<file path="config.mk">
export PLATFORM = sky130hd
export DESIGN_NAME = cam_i2c_write_sequencer
export DESIGN_NICKNAME = d
export VERILOG_FILES = /design/src/rtl/cam_i2c_write_sequencer.sv
export SDC_FILE = /design/constraint.sdc
export NUM_CORES = 1
export LEC_CHECK = 0
export CAP_MARGIN = 25
export CORE_UTILIZATION = 51
export CTS_BUF_LIST = sky130_fd_sc_hd__clkbuf_8 sky130_fd_sc_hd__clkbuf_16
export DETAILED_ROUTE_END_ITERATION = 16
export GPL_TIMING_DRIVEN = 1
export PLACE_DENSITY = 0.82
export SKIP_LAST_GASP = 1
export SYNTH_ARGS = -nofsm -noshare
export SYNTH_HDL_FRONTEND = slang
export SYNTH_SLANG_ARGS = --single-unit
export TNS_END_PERCENT = 1
</file>
<file path="constraint.sdc">
create_clock -name sysClk -period 3.7 [get_ports sysClk]
set_input_delay 1.11 -clock sysClk [delete_from_list [all_inputs] [get_ports sysClk]]
set_output_delay 1.11 -clock sysClk [all_outputs]
set_load 0.01 [all_outputs]
</file>
<file path="src/rtl/cam_i2c_write_sequencer.sv">
// cam_i2c_write_sequencer: expands camera commands into 3-byte I2C register writes, triggers and config updates
module cam_i2c_write_sequencer #(
  parameter int NUM_CAMS   = 2,
  parameter int IDX_W      = 16,
  parameter int TS_W       = 28,
  parameter int GAP_CYCLES = 4,
  localparam int CAM_W     = NUM_CAMS > 1 ? $clog2(NUM_CAMS) : 1
) (
  input  logic             sysClk,
  input  logic             sysRst_n,
  input  logic [7:0]       cmd_op,
  input  logic [CAM_W-1:0] cmd_cam,
  input  logic [63:0]      cmd_data,
  input  logic             cmd_valid,
  output logic             cmd_ready,
  output logic [7:0]       i2c_byte,
  output logic             i2c_valid,
  input  logic             i2c_ready,
  output logic             i2c_first,
  output logic             i2c_last,
  output logic [CAM_W-1:0] cam_sel,
  output logic [1:0]       cfg_compression,
  output logic             cfg_rgb,
  output logic             cfg_valid,
  output logic             trigger,
  output logic [IDX_W-1:0] trigger_index,
  output logic [TS_W-1:0]  timestamp,
  output logic             done,
  output logic             err
);
  localparam int GW = GAP_CYCLES > 1 ? $clog2(GAP_CYCLES) : 1;
  typedef enum logic [2:0] {IDLE, DECODE, SEND, GAP, FIN} state_t;
  state_t           state_q, state_d;
  logic [7:0]       op_q, op_d;
  logic [62:0]      data_q, data_d;
  logic [2:0]       wr_q, wr_d;
  logic [1:0]       by_q, by_d;
  logic [GW-1:0]    gap_q, gap_d;
  logic [CAM_W-1:0] cam_q, cam_d;
  logic [1:0]       comp_q, comp_d;
  logic             rgb_q, rgb_d;
  logic [IDX_W-1:0] idx_q, idx_d;
  logic [TS_W-1:0]  ts_q, ts_d;
  logic [23:0]      wr_word;
  logic [2:0]       wr_last;
  logic             is_trig, is_cfg, is_win, is_rst, hs;
  assign is_trig         = op_q == 8'h01;
  assign is_cfg          = op_q == 8'h03;
  assign is_win          = op_q == 8'h05;
  assign is_rst          = op_q == 8'h0B;
  assign wr_last         = is_cfg ? 3'd6 : is_win ? 3'd3 : 3'd0;
  assign cmd_ready       = state_q == IDLE;
  assign i2c_valid       = state_q == SEND;
  assign i2c_first       = i2c_valid && by_q == 2'd0;
  assign i2c_last        = i2c_valid && by_q == 2'd2;
  assign i2c_byte        = !i2c_valid ? 8'h00 : by_q == 2'd0 ? wr_word[23:16] : by_q == 2'd1 ? wr_word[15:8] : wr_word[7:0];
  assign hs              = i2c_valid && i2c_ready;
  assign trigger         = state_q == DECODE && is_trig;
  assign cfg_valid       = state_q == DECODE && is_cfg;
  assign err             = state_q == DECODE && !(is_trig || is_cfg || is_win || is_rst);
  assign done            = state_q == FIN || trigger;
  assign cam_sel         = cam_q;
  assign cfg_compression = comp_q;
  assign cfg_rgb         = rgb_q;
  assign trigger_index   = idx_q;
  assign timestamp       = ts_q;
  // register-write table: {reg addr, data hi, data lo} for the current write index
  always_comb begin
    wr_word = 24'h0;
    if (is_cfg)
      case (wr_q)
        3'd0: wr_word = {8'h08, 8'h00, 4'h0, data_q[22:19]};
        3'd1: wr_word = {8'h09, data_q[18:11], data_q[10:3]};
        3'd2: wr_word = {8'h0C, 3'b0, data_q[35:31], data_q[30:23]};
        3'd3: wr_word = {8'h22, 8'h00, 2'b0, data_q[37:36], 4'h0};
        3'd4: wr_word = {8'h23, 8'h00, 2'b0, data_q[39:38], 4'h0};
        3'd5: wr_word = {8'h05, 4'h0, data_q[51:48], data_q[47:40]};
        3'd6: wr_word = {8'h06, 5'b0, data_q[62:60], data_q[59:52]};
        default: wr_word = 24'h0;
      endcase
    else if (is_win)
      case (wr_q)
        3'd0: wr_word = {8'h01, 5'b0, data_q[10:8], data_q[7:0]};
        3'd1: wr_word = {8'h02, 4'b0, data_q[22:19], data_q[18:11]};
        3'd2: wr_word = {8'h03, 5'b0, data_q[33:31], data_q[30:23]};
        3'd3: wr_word = {8'h04, 4'b0, data_q[45:42], data_q[41:34]};
        default: wr_word = 24'h0;
      endcase
    else
      wr_word = {8'h0D, 8'h00, 7'b0, data_q[1]};
  end
  // next-state, counters and latched command fields
  always_comb begin
    state_d = state_q;
    op_d    = op_q;
    data_d  = data_q;
    wr_d    = wr_q;
    by_d    = by_q;
    gap_d   = gap_q;
    cam_d   = cam_q;
    comp_d  = comp_q;
    rgb_d   = rgb_q;
    idx_d   = idx_q;
    ts_d    = ts_q;
    case (state_q)
      IDLE:
        if (cmd_valid) begin
          state_d = DECODE;
          op_d    = cmd_op;
          data_d  = cmd_data[62:0];
          if (cmd_op == 8'h01) begin
            cam_d = CAM_W'(cmd_data);
            idx_d = IDX_W'(cmd_data >> CAM_W);
            ts_d  = TS_W'(cmd_data >> (CAM_W + IDX_W));
          end
          if (cmd_op == 8'h03 || cmd_op == 8'h05 || cmd_op == 8'h0B) cam_d = cmd_cam;
          if (cmd_op == 8'h03) begin
            comp_d = cmd_data[1:0];
            rgb_d  = cmd_data[2];
          end
        end
      DECODE: begin
        state_d = (is_cfg || is_win || is_rst) ? SEND : IDLE;
        wr_d    = 3'd0;
        by_d    = 2'd0;
      end
      SEND:
        if (hs) begin
          by_d = by_q == 2'd2 ? 2'd0 : by_q + 2'd1;
          if (by_q == 2'd2) begin
            gap_d   = '0;
            wr_d    = wr_q == wr_last ? wr_q : wr_q + 3'd1;
            state_d = wr_q == wr_last ? FIN : GAP_CYCLES == 0 ? SEND : GAP;
          end
        end
      GAP: begin
        gap_d   = gap_q + GW'(1);
        state_d = gap_q == GW'(GAP_CYCLES - 1) ? SEND : GAP;
      end
      FIN: begin
        state_d = IDLE;
        wr_d    = 3'd0;
      end
      default: state_d = IDLE;
    endcase
  end
  // state register with asynchronous reset
  always_ff @(posedge sysClk or negedge sysRst_n)
    if (!sysRst_n) begin
      state_q <= IDLE;
      op_q    <= 8'h00;
      data_q  <= '0;
      wr_q    <= 3'd0;
      by_q    <= 2'd0;
      gap_q   <= '0;
      cam_q   <= '0;
      comp_q  <= 2'd0;
      rgb_q   <= 1'b0;
      idx_q   <= '0;
      ts_q    <= '0;
    end else begin
      state_q <= state_d;
      op_q    <= op_d;
      data_q  <= data_d;
      wr_q    <= wr_d;
      by_q    <= by_d;
      gap_q   <= gap_d;
      cam_q   <= cam_d;
      comp_q  <= comp_d;
      rgb_q   <= rgb_d;
      idx_q   <= idx_d;
      ts_q    <= ts_d;
    end
endmodule
</file>
==> summary.txt, run 1 <==
clk buf depth - 2
Detailed Route WL - 18,230 um
final worst path period need - 3916 ps
sw frac - 0.3611
#FFs+latches synth - 129
Clk pwr share - 0.297
num rows - 40
Die Y - 113.7 um
Clock transition at path regs - 50 ps
Hold Startpoint - op_q[5]$_DFFE_PN0P_
EDFF count, synth - 0
met2 Resource Use GR - 0.4748
met1 Use GR - 0.4065
Max Clock Freq - 0.2553 GHz
Clock Skews - 4.004 ps
commonest non-fill, non-tap cells in the layout - nand2_1 (227), clkdlybuf4s50_1 (130), dfrtp_1 (129)
share of layout cells above drive strength 1 - 0.1910
gr usage total - 0.3022
Comb power frac - 0.308
# diodes - 0
GRT busiest layer - met2
PortBufs - 139
Yosys top cell area share - 0.5073
CP Launch Type - register
Vias - 5,763
Worst path slowest cell - or4_4
Mapped Avg Cell Area - 9.484 sq um
vias in the first global route - 5,734
register area share after synthesis - 0.5073
final hold violation count - 0
Sequential Power Share - 0.395
DP Wirelength - 13,020 um
RSZ-0062 raised after global routing - true
CP Class - reg -> out
final worst setup slack - -216.4 ps
violated checks - negative setup slack
Max Cap Viol - 0
gr ovfl total - 0
DR vias/cell - 5.672
routed len/inst - 17.95 um
leading area contributor after synthesis - dfrtp_1
TritonCTS Buffers - 17
min-delay worst type - reg -> reg
H-tree levels - 4
Synth Cell Area - 6364 sq um
CTS sink count - 129
Critical Path Start - op_q[6]$_DFFE_PN0P_
# DRC - 0
Layout Area Growth over Synthesis - 38.42%
Cell variety after synth - 62
Syn Nets - 755
fin crit share - 1.058
post-route cell area - 8808 sq um
initial antenna violation count - 0
Slew headroom - 0.5358
Finish-stage setup viols - 10
Pwr Total - 0.005755 W
Synth async-reset ratio - 1.000
met3 usage in global routing - 0.07864
largest net degree at the start of global routing - 71
antenna viol nets, final - 0
Fill cells - 910
Core ar. - 12,110 sq um
status - complete, but fails checks
sw power - 0.002078 W
most common cell after layout, fill and taps aside - nand2_1
sequence of cells on the critical path - or4_4 > nor4b_4 > buf_4 > nor3_1 > a211o_1 > a2111oi_4 > buf_2
Crit Path Max Fanout - 3
Internal - 0.003677 W
Total Die Area - 12,930 sq um
Cells after Synth - 671
Synth area leaders - dfrtp_1 (51%), nand2_1 (13%), mux2_2 (8.1%)
global-route wire length before repair - 29,510 um
CP max stage delay - 590 ps
Root Driver - clkbuf_16
Slew Viols, Final - 0
Worst EP required - 2590 ps
RePlAce Congestion - 0.9144
Lkg Pwr - 4.135 nW
Placement Cell Area - 8125 sq um
Reg-to-Reg Start - op_q[6]$_DFFE_PN0P_
maximum vdd drop - 398.8 uV
Post-synth top flop - dfrtp_1
IO Pins - 141
1st-iter DRT viols - 597
drt first pass iters - 6
actual slew at the worst max-slew pin - 693.8 ps
die width - 113.7 um
CTS tree - built
CP Capture Type - output port
Skew-Pair Late Insertion Delay - 420 ps
final net count - 919
power per standard cell area - 653.3 nW/um^2
starting density of the core - 0.5254
synth warn - 0
Arr. time, crit path - 2810 ps
-- worst max-delay path: cells and delay by family, from the launching register on --
family	cells	cell delay (ps)
compound gates	2	700
buf+inv	2	390
simple gates	3	940
flops	1	380
-- logic make-up (layout without fill, tap and decap cells) --
logic type / Yosys count / count (layout) / synth area share
flip-flops: 129 / 129 / 0.5073
AO/OA/AOI/OAI: 115 / 115 / 0.1304
multiplexers: 55 / 55 / 0.09634
XOR/XNOR: 2 / 2 / 0.002753
AND/OR/NAND/NOR: 307 / 307 / 0.2076
adder cells (fa/ha/maj): 7 / 7 / 0.01376
buffers and inverters: 56 / 233 / 0.04188
-- state kept, by name, indices dropped and copies added (netlist names), 2 cells and up --
name             cells
cfg_compression      2
op_q                 8
timestamp           28
data_q              63
wr_q                 3
by_q                 2
trigger_index       16
state_q              3
gap_q                2
-- per-stage QoR --
step                      hold WS (ps)  TNS [ps]  worst slack (ps)  cells  utilization
after floorplan                  437.2         0             409.4    671            -
after global placement           450.9    -557.1            -104.0    978       0.6709
after detailed placement         466.2    -646.3            -155.5    978       0.6709
after CTS                        479.2     -1485            -197.1   1013       0.7237
after global routing             504.4     -2794            -322.4   1016       0.7273
final                            476.9     -1638            -216.4   1016       0.7273
-- final timing paths --
kind / to / cells past startpoint / slack, ps
worst max-delay path: i2c_byte[0] / 7 / -220
worst min-delay path: op_q[5]$_DFFE_PN0P_ / 2 / 480
worst max register to register: wr_q[1]$_DFFE_PN0P_ / 7 / 1430
worst min register to register: op_q[5]$_DFFE_PN0P_ / 2 / 480
max in group asynchronous: op_q[4]$_DFFE_PN0P_ / 2 / 2290
min in group asynchronous: state_q[1]$_DFFE_PN0P_ / 1 / 670
-- repair_timing --
item | CTS | global route
gates resized for setup | 34 | 7
pin swaps | 9 | 5
hold buffers | 0 | 0
setup endpoints to repair | 10 | 11
setup buffers | 3 | 3
-- routing by layer --
layer / wire [um] / vias up
met3: 1385 / 35
met2: 8338 / 286
li1: - / 2658
met5: 0 / -
met1: 8119 / 2784
met4: 390 / 0
-- final cells by class --
class                   instances  area (sq um)  share of cell area
flip-flops and latches        129          3228              0.3665
repair buffers                189          1787              0.2028
multi-input cells             486          2937              0.3334
clock buffers                  18         439.2             0.04986
well taps                     168         210.2             0.02386
clock inverters                14         162.7             0.01847
inverters                      12         45.04            0.005114
-- power by group through the flow --
stage / clock network, W / logic [W] / registers [W]
final: 0.00171 / 0.00177 / 0.00228
after global routing: 0.00179 / 0.00198 / 0.00232
after CTS: 0.00173 / 0.00176 / 0.00226
after global placement: 0 / 0.00167 / 0.00227
after detailed placement: 0 / 0.00173 / 0.00228
after floorplan: 0 / 0.00117 / 0.00208
-- synth_stat cells, types with 2 or more instances --
cell,count
nand2_1,228
dfrtp_1,129
mux2_2,46
a21oi_1,29
nor2_1,27
clkbuf_1,24
o21ai_0,18
nor3_1,15
a222oi_1,11
inv_1,11
a221oi_1,9
a22oi_1,9
buf_2,7
buf_4,7
ha_1,7
mux2i_1,5
nand2b_1,5
nand3_1,5
nor2b_1,5
o22ai_1,5
mux2_1,4
a221o_1,3
a32oi_1,3
buf_1,3
nor4_1,3
o21ai_1,3
o31ai_1,3
a2111oi_2,2
a311oi_1,2
a31oi_1,2
a32o_1,2
and2_1,2
buf_6,2
nand4_1,2
nor2_4,2
o21ai_2,2
o32a_1,2
or3_1,2
xnor2_1,2
(Power assumes the default switching activity.)
==> run 2: changes to the inputs <==
Settings changed: ABC_AREA set to 0, HOLD_SLACK_MARGIN set to 0.06.
==> results of run 2 <==
Final layout, timing and power as in run 1 (identical DEF).
